## config.mk

```make
export PLATFORM = sky130hd
export DESIGN_NAME = clk_trig_sequencer_flat
export DESIGN_NICKNAME = d
export VERILOG_FILES = /design/src/rtl/clk_trig_sequencer_pkg.sv /design/src/rtl/clk_trig_sequencer_if.sv /design/src/rtl/clk_trig_sequencer_seq_down_counter.sv /design/src/rtl/clk_trig_sequencer.sv /design/src/flat_wrapper.sv
export SDC_FILE = /design/constraint.sdc
export NUM_CORES = 1
export LEC_CHECK = 0
export CAP_MARGIN = 25
export CORE_UTILIZATION = 35
export DETAILED_ROUTE_END_ITERATION = 8
export SLEW_MARGIN = 20
export SYNTH_ARGS = -nofsm -noshare
export SYNTH_HDL_FRONTEND = slang
export SYNTH_HIERARCHICAL = 1
export SYNTH_SLANG_ARGS = --single-unit
```

## constraint.sdc

```tcl
create_clock -name fastclk -period 3.7 [get_ports fastclk]
set_input_delay 0.74 -clock fastclk [delete_from_list [all_inputs] [get_ports fastclk]]
set_output_delay 0.74 -clock fastclk [all_outputs]
set_load 0.05 [all_outputs]
```

## src/rtl/clk_trig_sequencer_pkg.sv

```systemverilog
// clk_trig_sequencer_pkg
//   Shared definitions for the clock-and-trigger sequencer:
//   - state_t       : sequencer FSM state encoding
//   - CNT_W_DEF     : default width of the high/gap length counters
//   - BURST_W_DEF   : default width of the burst-count field
//   - GUARD_CYC_DEF : default source-switch guard length in fastclk cycles
package clk_trig_sequencer_pkg;

   localparam int CNT_W_DEF     = 8;
   localparam int BURST_W_DEF   = 4;
   localparam int GUARD_CYC_DEF = 4;

   typedef enum logic [2:0] {
      ST_IDLE   = 3'd0,
      ST_HIGH   = 3'd1,
      ST_GAP    = 3'd2,
      ST_DONE   = 3'd3,
      ST_SWITCH = 3'd4
   } state_t;

endpackage

```

## src/rtl/clk_trig_sequencer_if.sv

```systemverilog
// clk_trig_sequencer_if
//   Control/status bundle between the operator (or test control) side and
//   the sequencer.
//   Control side -> sequencer : start, abort, high_len, gap_len, burst_cnt,
//                               src_req
//   Sequencer -> control side : trigger, src_sel, busy, done, err, state_dbg
//   Handshake: start is a one-cycle request, sampled only while busy is low;
//   no ready is returned -- a start seen while busy is simply dropped, and
//   done / err are one-cycle completion / rejection pulses.
//   state_dbg exposes the FSM state for observation only.
//   Modports: master = control side, slave = sequencer.
interface clk_trig_sequencer_if
   import clk_trig_sequencer_pkg::*;
#(
   parameter int CNT_W   = CNT_W_DEF,
   parameter int BURST_W = BURST_W_DEF
);
   logic               start;
   logic               abort;
   logic [CNT_W-1:0]   high_len;
   logic [CNT_W-1:0]   gap_len;
   logic [BURST_W-1:0] burst_cnt;
   logic               src_req;
   logic               trigger;
   logic               src_sel;
   logic               busy;
   logic               done;
   logic               err;
   state_t             state_dbg;

   modport master (
      output start, abort, high_len, gap_len, burst_cnt, src_req,
      input  trigger, src_sel, busy, done, err, state_dbg
   );

   modport slave (
      input  start, abort, high_len, gap_len, burst_cnt, src_req,
      output trigger, src_sel, busy, done, err, state_dbg
   );
endinterface

```

## src/rtl/clk_trig_sequencer_seq_down_counter.sv

```systemverilog
// seq_down_counter
//   Loadable down-counter used for phase lengths and the switch guard.
//   Ports:
//     fastclk  : clock
//     reset    : asynchronous, active-high; clears the count
//     load     : load load_val (has priority over en)
//     en       : decrement by one, holding at zero
//     load_val : value to load
//     expire   : count equals 1, i.e. the current cycle is the last one
//                of the loaded interval
module seq_down_counter #(
   parameter int CNT_W = 8
) (
   input  logic             fastclk,
   input  logic             reset,
   input  logic             load,
   input  logic             en,
   input  logic [CNT_W-1:0] load_val,
   output logic             expire
);
   logic [CNT_W-1:0] cnt_q;

   always_ff @(posedge fastclk or posedge reset) begin
      if (reset) begin
         cnt_q <= '0;
      end else if (load) begin
         cnt_q <= load_val;
      end else if (en && (cnt_q != '0)) begin
         cnt_q <= cnt_q - 1'b1;
      end
   end

   // Counting from N down to 1 gives exactly N cycles for the interval.
   assign expire = (cnt_q == CNT_W'(1));
endmodule

```

## src/rtl/clk_trig_sequencer.sv

```systemverilog
// clk_trig_sequencer
//   Generates programmable trigger bursts for the trigger-modulated clock
//   generators and arbitrates clock-source changes between the divided
//   clock (src 0) and the duty-cycle clock (src 1). A source change is
//   committed only from idle, after a guard interval long enough for the
//   downstream negedge synchronizers to settle.
//   Ports:
//     fastclk : system clock, posedge
//     reset   : asynchronous, active-high
//     bus     : clk_trig_sequencer_if.slave (start, abort, config, src_req
//               in; trigger, src_sel, busy, done, err, state_dbg out)
//   All outputs are registered.
module clk_trig_sequencer
   import clk_trig_sequencer_pkg::*;
#(
   parameter int CNT_W     = CNT_W_DEF,
   parameter int BURST_W   = BURST_W_DEF,
   parameter int GUARD_CYC = GUARD_CYC_DEF
) (
   input  logic                 fastclk,
   input  logic                 reset,
   clk_trig_sequencer_if.slave  bus
);
   state_t             state;
   logic [CNT_W-1:0]   high_len_q;
   logic [CNT_W-1:0]   gap_len_q;
   logic [BURST_W-1:0] burst_q;
   logic               trigger_q;
   logic               src_sel_q;
   logic               busy_q;
   logic               done_q;
   logic               err_q;

   logic               ph_load;
   logic               ph_en;
   logic [CNT_W-1:0]   ph_val;
   logic               ph_expire;
   logic               gd_load;
   logic               gd_en;
   logic               gd_expire;
   logic               abort_act;
   logic               cfg_ok;
   logic               src_change;

   assign abort_act  = bus.abort && (state != ST_IDLE);
   assign cfg_ok     = (bus.high_len != '0) && (bus.burst_cnt != '0);
   assign src_change = (bus.src_req != src_sel_q);

   // Counter control mirrors the FSM transitions below.
   always_comb begin
      ph_load = 1'b0;
      ph_en   = 1'b0;
      ph_val  = high_len_q;
      gd_load = 1'b0;
      gd_en   = 1'b0;
      if (!abort_act) begin
         case (state)
            ST_IDLE: begin
               if (src_change) begin
                  gd_load = 1'b1;
               end else if (bus.start && cfg_ok) begin
                  ph_load = 1'b1;
                  ph_val  = bus.high_len;
               end
            end
            ST_HIGH: begin
               if (ph_expire) begin
                  if (burst_q != BURST_W'(1)) begin
                     ph_load = 1'b1;
                     // A zero gap skips GAP and reloads the next HIGH phase.
                     ph_val  = (gap_len_q == '0) ? high_len_q : gap_len_q;
                  end
               end else begin
                  ph_en = 1'b1;
               end
            end
            ST_GAP: begin
               if (ph_expire) begin
                  ph_load = 1'b1;
                  ph_val  = high_len_q;
               end else begin
                  ph_en = 1'b1;
               end
            end
            ST_SWITCH: gd_en = 1'b1;
            default: ;
         endcase
      end
   end

   seq_down_counter #(.CNT_W(CNT_W)) u_phase_cnt (
      .fastclk  (fastclk),
      .reset    (reset),
      .load     (ph_load),
      .en       (ph_en),
      .load_val (ph_val),
      .expire   (ph_expire)
   );

   seq_down_counter #(.CNT_W(CNT_W)) u_guard_cnt (
      .fastclk  (fastclk),
      .reset    (reset),
      .load     (gd_load),
      .en       (gd_en),
      .load_val (CNT_W'(GUARD_CYC)),
      .expire   (gd_expire)
   );

   always_ff @(posedge fastclk or posedge reset) begin
      if (reset) begin
         state      <= ST_IDLE;
         high_len_q <= '0;
         gap_len_q  <= '0;
         burst_q    <= '0;
         trigger_q  <= 1'b0;
         src_sel_q  <= 1'b0;
         busy_q     <= 1'b0;
         done_q     <= 1'b0;
         err_q      <= 1'b0;
      end else begin
         done_q <= 1'b0;
         err_q  <= 1'b0;
         if (abort_act) begin
            // No partial commit: src_sel and done are left untouched.
            state     <= ST_IDLE;
            trigger_q <= 1'b0;
            busy_q    <= 1'b0;
         end else begin
            case (state)
               ST_IDLE: begin
                  trigger_q <= 1'b0;
                  // A pending source change wins; a coincident start is dropped.
                  if (src_change) begin
                     state  <= ST_SWITCH;
                     busy_q <= 1'b1;
                  end else if (bus.start) begin
                     if (!cfg_ok) begin
                        err_q <= 1'b1;
                     end else begin
                        high_len_q <= bus.high_len;
                        gap_len_q  <= bus.gap_len;
                        burst_q    <= bus.burst_cnt;
                        state      <= ST_HIGH;
                        trigger_q  <= 1'b1;
                        busy_q     <= 1'b1;
                     end
                  end
               end
               ST_HIGH: begin
                  if (ph_expire) begin
                     burst_q <= burst_q - 1'b1;
                     if (burst_q == BURST_W'(1)) begin
                        state     <= ST_DONE;
                        trigger_q <= 1'b0;
                        done_q    <= 1'b1;
                     end else if (gap_len_q == '0) begin
                        state     <= ST_HIGH;
                        trigger_q <= 1'b1;
                     end else begin
                        state     <= ST_GAP;
                        trigger_q <= 1'b0;
                     end
                  end
               end
               ST_GAP: begin
                  if (ph_expire) begin
                     state     <= ST_HIGH;
                     trigger_q <= 1'b1;
                  end
               end
               ST_DONE: begin
                  state     <= ST_IDLE;
                  trigger_q <= 1'b0;
                  busy_q    <= 1'b0;
               end
               ST_SWITCH: begin
                  trigger_q <= 1'b0;
                  if (gd_expire) begin
                     // Commit whatever is requested at expiry, even if it reverted.
                     src_sel_q <= bus.src_req;
                     state     <= ST_IDLE;
                     busy_q    <= 1'b0;
                  end
               end
               default: begin
                  state     <= ST_IDLE;
                  trigger_q <= 1'b0;
                  busy_q    <= 1'b0;
               end
            endcase
         end
      end
   end

   assign bus.trigger   = trigger_q;
   assign bus.src_sel   = src_sel_q;
   assign bus.busy      = busy_q;
   assign bus.done      = done_q;
   assign bus.err       = err_q;
   assign bus.state_dbg = state;
endmodule

```

## src/flat_wrapper.sv

```systemverilog
// flat-port wrapper written by rule: the top's interface ports become plain ports
module clk_trig_sequencer_flat import clk_trig_sequencer_pkg::*;
#(
   parameter int CNT_W     = CNT_W_DEF,
   parameter int BURST_W   = BURST_W_DEF,
   parameter int GUARD_CYC = GUARD_CYC_DEF
)
  (fastclk, reset, bus_start, bus_abort, bus_high_len, bus_gap_len, bus_burst_cnt, bus_src_req, bus_trigger, bus_src_sel, bus_busy, bus_done, bus_err, bus_state_dbg);
  clk_trig_sequencer_if #(.CNT_W(CNT_W), .BURST_W(BURST_W)) bus_i ();
  input  logic fastclk;
  input  logic reset;
  input wire logic [$bits(bus_i.start)-1:0] bus_start;
  input wire logic [$bits(bus_i.abort)-1:0] bus_abort;
  input wire logic [$bits(bus_i.high_len)-1:0] bus_high_len;
  input wire logic [$bits(bus_i.gap_len)-1:0] bus_gap_len;
  input wire logic [$bits(bus_i.burst_cnt)-1:0] bus_burst_cnt;
  input wire logic [$bits(bus_i.src_req)-1:0] bus_src_req;
  output wire logic [$bits(bus_i.trigger)-1:0] bus_trigger;
  output wire logic [$bits(bus_i.src_sel)-1:0] bus_src_sel;
  output wire logic [$bits(bus_i.busy)-1:0] bus_busy;
  output wire logic [$bits(bus_i.done)-1:0] bus_done;
  output wire logic [$bits(bus_i.err)-1:0] bus_err;
  output wire logic [$bits(bus_i.state_dbg)-1:0] bus_state_dbg;
  assign bus_i.start = bus_start;
  assign bus_i.abort = bus_abort;
  assign bus_i.high_len = bus_high_len;
  assign bus_i.gap_len = bus_gap_len;
  assign bus_i.burst_cnt = bus_burst_cnt;
  assign bus_i.src_req = bus_src_req;
  assign bus_trigger = bus_i.trigger;
  assign bus_src_sel = bus_i.src_sel;
  assign bus_busy = bus_i.busy;
  assign bus_done = bus_i.done;
  assign bus_err = bus_i.err;
  assign bus_state_dbg = bus_i.state_dbg;
  clk_trig_sequencer #(.CNT_W(CNT_W), .BURST_W(BURST_W), .GUARD_CYC(GUARD_CYC)) u_core (.fastclk(fastclk), .reset(reset), .bus(bus_i));
endmodule
```

* Word-level counts from Yosys, hierarchy flattened
Cells that the tools add are included.
** Operators by class
- Equal/unequal tests :: 18
- Bitwise logic cells :: 2
- Mux-type cells :: 65
- Add/sub/neg operators :: 3
- Reduce and logical (&&, ||, !) cells :: 22
** Operators with widths (number)
- 8-bit 2-to-1 mux :: 10
- 1-bit 2-to-1 mux :: 36
- 3-bit 2-to-1 mux :: 8
- 8-bit nonzero test :: 3
- 8-bit by 1-bit equality test with 1-bit output, second input constant :: 2
- 4-bit 2-to-1 mux :: 4
- 8-bit one-hot mux with 2 select lines :: 1
- 8-bit by 1-bit subtractor with 8-bit output, second input constant :: 2
- 3-bit one-hot mux with 4 select lines :: 1
- 5-bit AND reduction :: 2
- 3-bit by 1-bit != test with 1-bit output, second input constant :: 3
- 1-bit one-hot mux with 3 select lines :: 3
- 8-bit logical NOT :: 1
- 4-bit by 1-bit != test with 1-bit output, second input constant :: 2
- 4-bit one-hot mux with 2 select lines :: 1
- 2-bit by 1-bit != test with 1-bit output, second input constant :: 3
- 6-bit AND reduction :: 1
- 2-bit nonzero test :: 3
- 1-bit logical AND :: 5
- 4-bit by 1-bit equality test with 1-bit output, second input constant :: 1
- 2-bit != test, second input constant :: 2
- 4-bit by 2-bit != test with 1-bit output, second input constant :: 1
- 4-bit AND reduction :: 1
- 4-bit nonzero test :: 1
- 12 further kinds :: 13
** Storage, ports and cells
- Bits in registers :: 44
- Bits of input ports :: 25

* Depth between registers and ports, before layout
- Depth in word-level cells :: 8
- Mapped depth :: 12
- Gate-level depth less buffers :: 10

* Hierarchy
The synthesis kept the hierarchy.
** Modules (own cells, without submodules)
- clk_trig_sequencer :: cells each 145, area each 1605.3 sq um, instances 1, seq. area each 700.7 sq um
- seq_down_counter (u_core.u_phase_cnt) :: cells each 65, area each 598.1 sq um, instances 1, seq. area each 200.2 sq um
- seq_down_counter (u_core.u_guard_cnt) :: cells each 64, area each 556.8 sq um, instances 1, seq. area each 200.2 sq um

* Least setup slack after synthesis
No wires, ideal clock.
- Path type :: register to register
- From :: reg u_core.u_phase_cnt.cnt_q[2]
- To :: reg u_core.u_phase_cnt.cnt_q[1]
- Path slack :: 0.425 ns
- Path buffers :: 3
- Arrival :: 3.126 ns
- Library setup time :: 0.149 ns
- Clock period less this slack :: 3.275 ns
- Cell stages (with the launch flop) :: 13
- Path through :: dfrtp_1 > or4_4 > buf_6 > nor4b_1 > nand2_1 > nor2_1 > a21oi_1 > a21oi_1 > clkbuf_1 > clkbuf_1 > nor3b_1 > o31ai_1 > o311ai_0
** Between the ends
- Elaborated cells on any way between the ends :: 15
- Classes of those cells :: eq/ne: 1; mux: 11; reduce/logical: 3
** RTL lines
- from (decl) :: RTL line clk_trig_sequencer_seq_down_counter.sv:21 : logic [CNT_W-1:0] cnt_q;
- from (signal assigned) :: RTL line clk_trig_sequencer_seq_down_counter.sv:27 : cnt_q <= load_val;
- from (signal assigned) :: RTL line clk_trig_sequencer_seq_down_counter.sv:29 : cnt_q <= cnt_q - 1'b1;
- 8-bit by 1-bit equality test with 1-bit output (*) :: RTL line clk_trig_sequencer_seq_down_counter.sv:34 : assign expire = (cnt_q == CNT_W'(1));
- net u_core.ph_expire :: RTL line clk_trig_sequencer.sv:37 : logic ph_expire;
- 1-bit 2-to-1 mux (on tied branches) :: RTL line clk_trig_sequencer.sv:78, clk_trig_sequencer.sv:67
- 1-bit one-hot mux with 3 select lines (*) :: RTL line clk_trig_sequencer.sv:57 : case (state)
- 1-bit 2-to-1 mux (*) :: RTL line clk_trig_sequencer.sv:56 : if (!abort_act) begin
- net u_core.ph_load :: RTL line clk_trig_sequencer.sv:34 : logic ph_load;
- 8-bit 2-to-1 mux / 2-bit nonzero test (equally long branches)
The timed path passes the listed nets; every way through them passes the cells marked *.
A chain may end at the register's enable or synchronous reset.

* Worst setup path in the final report
- From :: reg u_core.u_phase_cnt.cnt_q[2]
- To :: reg u_core.u_phase_cnt.cnt_q[3]
** Between the ends
- Elaborated cells on any way between the ends :: 17
- Classes of those cells :: add/sub: 1; eq/ne: 1; mux: 12; reduce/logical: 3
** RTL lines
- 8-bit by 1-bit equality test with 1-bit output :: RTL line clk_trig_sequencer_seq_down_counter.sv:34
- net u_core.ph_expire :: RTL line clk_trig_sequencer.sv:37
- 8-bit 2-to-1 mux :: RTL line clk_trig_sequencer.sv:67 : if (ph_expire) begin
- 8-bit one-hot mux with 2 select lines :: RTL line clk_trig_sequencer.sv:57
- 8-bit 2-to-1 mux :: RTL line clk_trig_sequencer.sv:56
- net u_core.ph_val[3] :: RTL line clk_trig_sequencer.sv:36 : logic [CNT_W-1:0] ph_val;
- 8-bit 2-to-1 mux :: RTL line clk_trig_sequencer_seq_down_counter.sv:26 : end else if (load) begin
The timed path passes the listed nets, and every way through them passes these cells. The select of a mux whose other input is x is not followed.

==> summary.txt <==
Floorplanning
  • Std-Cell Rows: 32
  • Die W: 90.8 um
  • Initial Utilization: 0.359
  • Area of the core: 7690 um^2
  • Die ar.: 8250 um^2
  • Die H: roughly 91 um
  • IO Pins: 33

Layout
  • Net count, final: 347
  • Diodes inserted: 0
  • Commonest non-fill, non-tap cell in the layout: dfrtp_1
  • Layout cells sized above 1: 0.159
  • Layout area overhead: 20.6%
  • Most frequent cells in the layout: 44 x dfrtp_1, 32 x clkdlybuf4s50_1, 16 x inv_1
  • Final Util: 0.433

Critical path
  • Critical R2R Launch: u_core/u_phase_cnt/cnt_q[2]$_DFFE_PP0P_
  • Crit end category: flip-flop
  • R2R depth: 9
  • Worst Setup SP: u_core/u_phase_cnt/cnt_q[2]$_DFFE_PP0P_
  • WP data arrival: 3.31 ns
  • Critical path type: flip-flop to flip-flop
  • RR Endpoint: u_core/u_phase_cnt/cnt_q[3]$_DFFE_PP0P_
  • Critical Path Fanout Max: 12
  • R2R Setup Slk: roughly 0.56 ns
  • CP Data Required Time: 3.87 ns
  • Worst setup path end: u_core/u_phase_cnt/cnt_q[3]$_DFFE_PP0P_
  • Worst Setup Start Kind: flip-flop

STA
  • Crit share post-route: 0.849
  • Final Skew: between 0.006 and 0.007 ns
  • Final Hold Fails: 0
  • Max Freq: 318 MHz
  • Final TNS setup: 0 ns
  • Min cycle time layout: 3.14 ns
  • Worst-Margin Slew: 0.606 ns
  • Slew headroom: 0.590
  • RSZ-0062 raised after global routing: false
  • Fin. max-slew vios: 0
  • Final setup vio count: 0

GRT
  • Global route hottest layer: met2
  • Largest net degree at the start of global routing: 29
  • First-pass GRT wire length: 10800 um
  • Initial antenna violation count: 0
  • Grt met1 use: 0.216
  • Met2 usage: 0.261
  • All-Layer GR Usage: 0.159
  • GRT met3 Usage: 0.0236
  • GR Overflow Total: 0
  • Number of global-route vias before repair: 2211

Place
  • DPL Wire Length: 4530 um
  • RePlAce Congestion: 0.761
  • I/O Buffers: 32

Clock network
  • CTS sink count: 44
  • Cts bufs inserted: 5
  • Post-CTS Hold Fix Bufs: 0
  • Clock Pin Slew Worst Setup and Hold Paths: 0.09 ns
  • Post-CTS Resized: 0
  • Postcts setup bufs: 0
  • CTS Buffer Depth: 2
  • H-tree Lvls: 2
  • CTS tree: done
  • Clk_lat worst skew: roughly 0.3 ns
  • Root Buffer: clkbuf_8

Route
  • DRT antenna net count: 0
  • DR vias/cell: approximately 5.5
  • WL final: approximately 6200 um
  • WL per Instance: 14.9 um
  • DRC viols: 0
  • DRT iter0 DRCs: about 110
  • Iteration count of the initial detailed-routing pass: 4
  • Routed vias: 2282

Power and ir drop
  • Logic gate share of total power: 0.459
  • Clock network fraction of design power: 0.156
  • Switching part of the total: 0.415
  • Sequential fraction of design power: 0.385
  • Total leakage power: 1.29 nW
  • VDD IR max: 0.000287 V
  • Pwr dens: 729 nW/um^2
  • Sw Pwr: 1.01 mW
  • Pint: ~1.4 mW

Synth
  • Main combinational cell family by area after synthesis: compound AO/OA/AOI/OAI gates
  • Compound-Gate Fraction of Synth Area: 0.214
  • Post-synth ARST share: 1.00
  • Seq/Total Area, Yosys: 0.399
  • Post-Synth Adder-Cell Area: 0.0363
  • Post-synth EDFFs: 0
  • Post-synth top flop: dfrtp_1
  • Post-synthesis mux area share: 0.0762
  • Cell Area, Synth: roughly 2800 um^2
  • Number of distinct library cells after synthesis: 62
  • Syn. warnings: 6
  • Fraction of synthesized cell area in xor and xnor cells: 0.00635
  • Synth Area in Simple Gates: 0.213
  • Syn Inst Count: 274
  • Syn avg cell area: between 10 and 15 um^2
  • Post-synthesis register bit count: 44

Run
  • Max_cap viols: 0

Run status
  • Status: complete, no violations

Worst hold path
  • Hold Path Class: flip-flop to flip-flop
-- cell usage after synthesis (all sizes together), types with 6 or more instances --
cell type / number / area [um^2]
nor2: 14 / 60.1
nand2: 12 / 47.6
o2bb2ai: 8 / 70.1
o21ai: 8 / 40.0
mux2: 18 / 210
o211ai: 6 / 58.8
a22oi: 9 / 67.6
nor3b: 7 / 52.6
clkbuf: 8 / 30.0
or4: 13 / 109
nand3: 6 / 30.0
o31ai: 6 / 45.0
ha: 8 / 100
buf: 6 / 51.3
dfrtp: 44 / 1100
a21oi: 11 / 55.1
inv: 16 / 60.1
a31oi: 9 / 56.3
-- stage by stage --
stage | instances | hold WS (ns) | total power, mW | instance area (um^2) | setup slack (ns)
2_1_floorplan | 280 | 0.465 | 1.76 | 2780 | 0.425
3_3_place_gp | 409 | 0.480 | 2.03 | 3220 | 0.528
3_5_place_dp | 409 | 0.485 | 2.06 | 3220 | 0.475
4_1_cts | 417 | 0.512 | 2.45 | 3330 | 0.574
5_1_grt | 417 | 0.526 | 2.62 | 3330 | 0.312
6_report | 417 | 0.508 | 2.43 | 3330 | 0.560
-- cell type report --
| type | instances | area (um^2) |
|---|---|---|
| clock buffer | 5 | 68.8 |
| clock inverter | 3 | 42.5 |
| fill | 740 | 4360 |
| inverter | 17 | 63.8 |
| multi-input combinational | 205 | 1540 |
| sequential | 44 | 1100 |
| tap | 102 | 128 |
| timing repair buffer | 41 | 388 |
-- how the worst min path moves through the flow --
stage / startpoint / endpoint / slack, ns / depth (start not counted)
finish: u_core/high_len_q[4]$_DFFE_PP0P_ / u_core/high_len_q[4]$_DFFE_PP0P_ / 0.51 / 1
global route: u_core/high_len_q[4]$_DFFE_PP0P_ / u_core/high_len_q[4]$_DFFE_PP0P_ / 0.53 / 1
floorplan: u_core/high_len_q[0]$_DFFE_PP0P_ / u_core/high_len_q[0]$_DFFE_PP0P_ / 0.46 / 1
detailed placement: u_core/high_len_q[4]$_DFFE_PP0P_ / u_core/high_len_q[4]$_DFFE_PP0P_ / 0.49 / 1
CTS: u_core/high_len_q[4]$_DFFE_PP0P_ / u_core/high_len_q[4]$_DFFE_PP0P_ / 0.51 / 1
global placement: u_core/high_len_q[0]$_DFFE_PP0P_ / u_core/high_len_q[0]$_DFFE_PP0P_ / 0.48 / 1
-- worst max-delay path, cell delays in order, from the launching register on --
cell	delay (ns)
dfrtp_1	0.45
or4_4	0.65
nor4b_1	0.32
buf_4	0.19
nand2_1	0.11
a221oi_4	0.46
nand2_2	0.22
o2bb2ai_1	0.19
a221oi_1	0.31
o31ai_1	0.12
-- metal layers --
metal / vias up / wire, um
li1: 1112 / -
met1: 1111 / 2950
met2: 48 / 3000
met3: 11 / 204
met4: 0 / 74
met5: - / 0
-- logic make-up (layout without fill, tap and decap cells) --
group / count (synthesis) / in the layout
compound gates: 78 / 78
xor+xnor: 2 / 2
fa+ha+maj: 8 / 8
buf+inv: 31 / 66
flops: 44 / 44
mux: 18 / 18
other cells: 2 / 8
simple gates: 91 / 91
-- flip-flops by register name, indices dropped and copies added, names as in the netlist --
signal and cells:
u_core/u_guard_cnt/cnt_q 8, u_core/u_phase_cnt/cnt_q 8, u_core/bus.trigger 1, u_core/bus.done 1
u_core/bus.busy 1, u_core/gap_len_q 8, u_core/burst_q 4, u_core/bus.state_dbg 3
u_core/bus.src_sel 1, u_core/high_len_q 8, u_core/bus.err 1
-- power by group through the flow --
| stage | logic, mW | registers, mW | clock network, mW |
|---|---|---|---|
| floorplan | 0.831 | 0.934 | 0 |
| global placement | 1.10 | 0.934 | 0 |
| detailed placement | 1.11 | 0.944 | 0 |
| CTS | 1.12 | 0.934 | 0.399 |
| global route | 1.23 | 0.973 | 0.413 |
| finish | 1.11 | 0.934 | 0.379 |
Power figures use the tool's default switching activity.
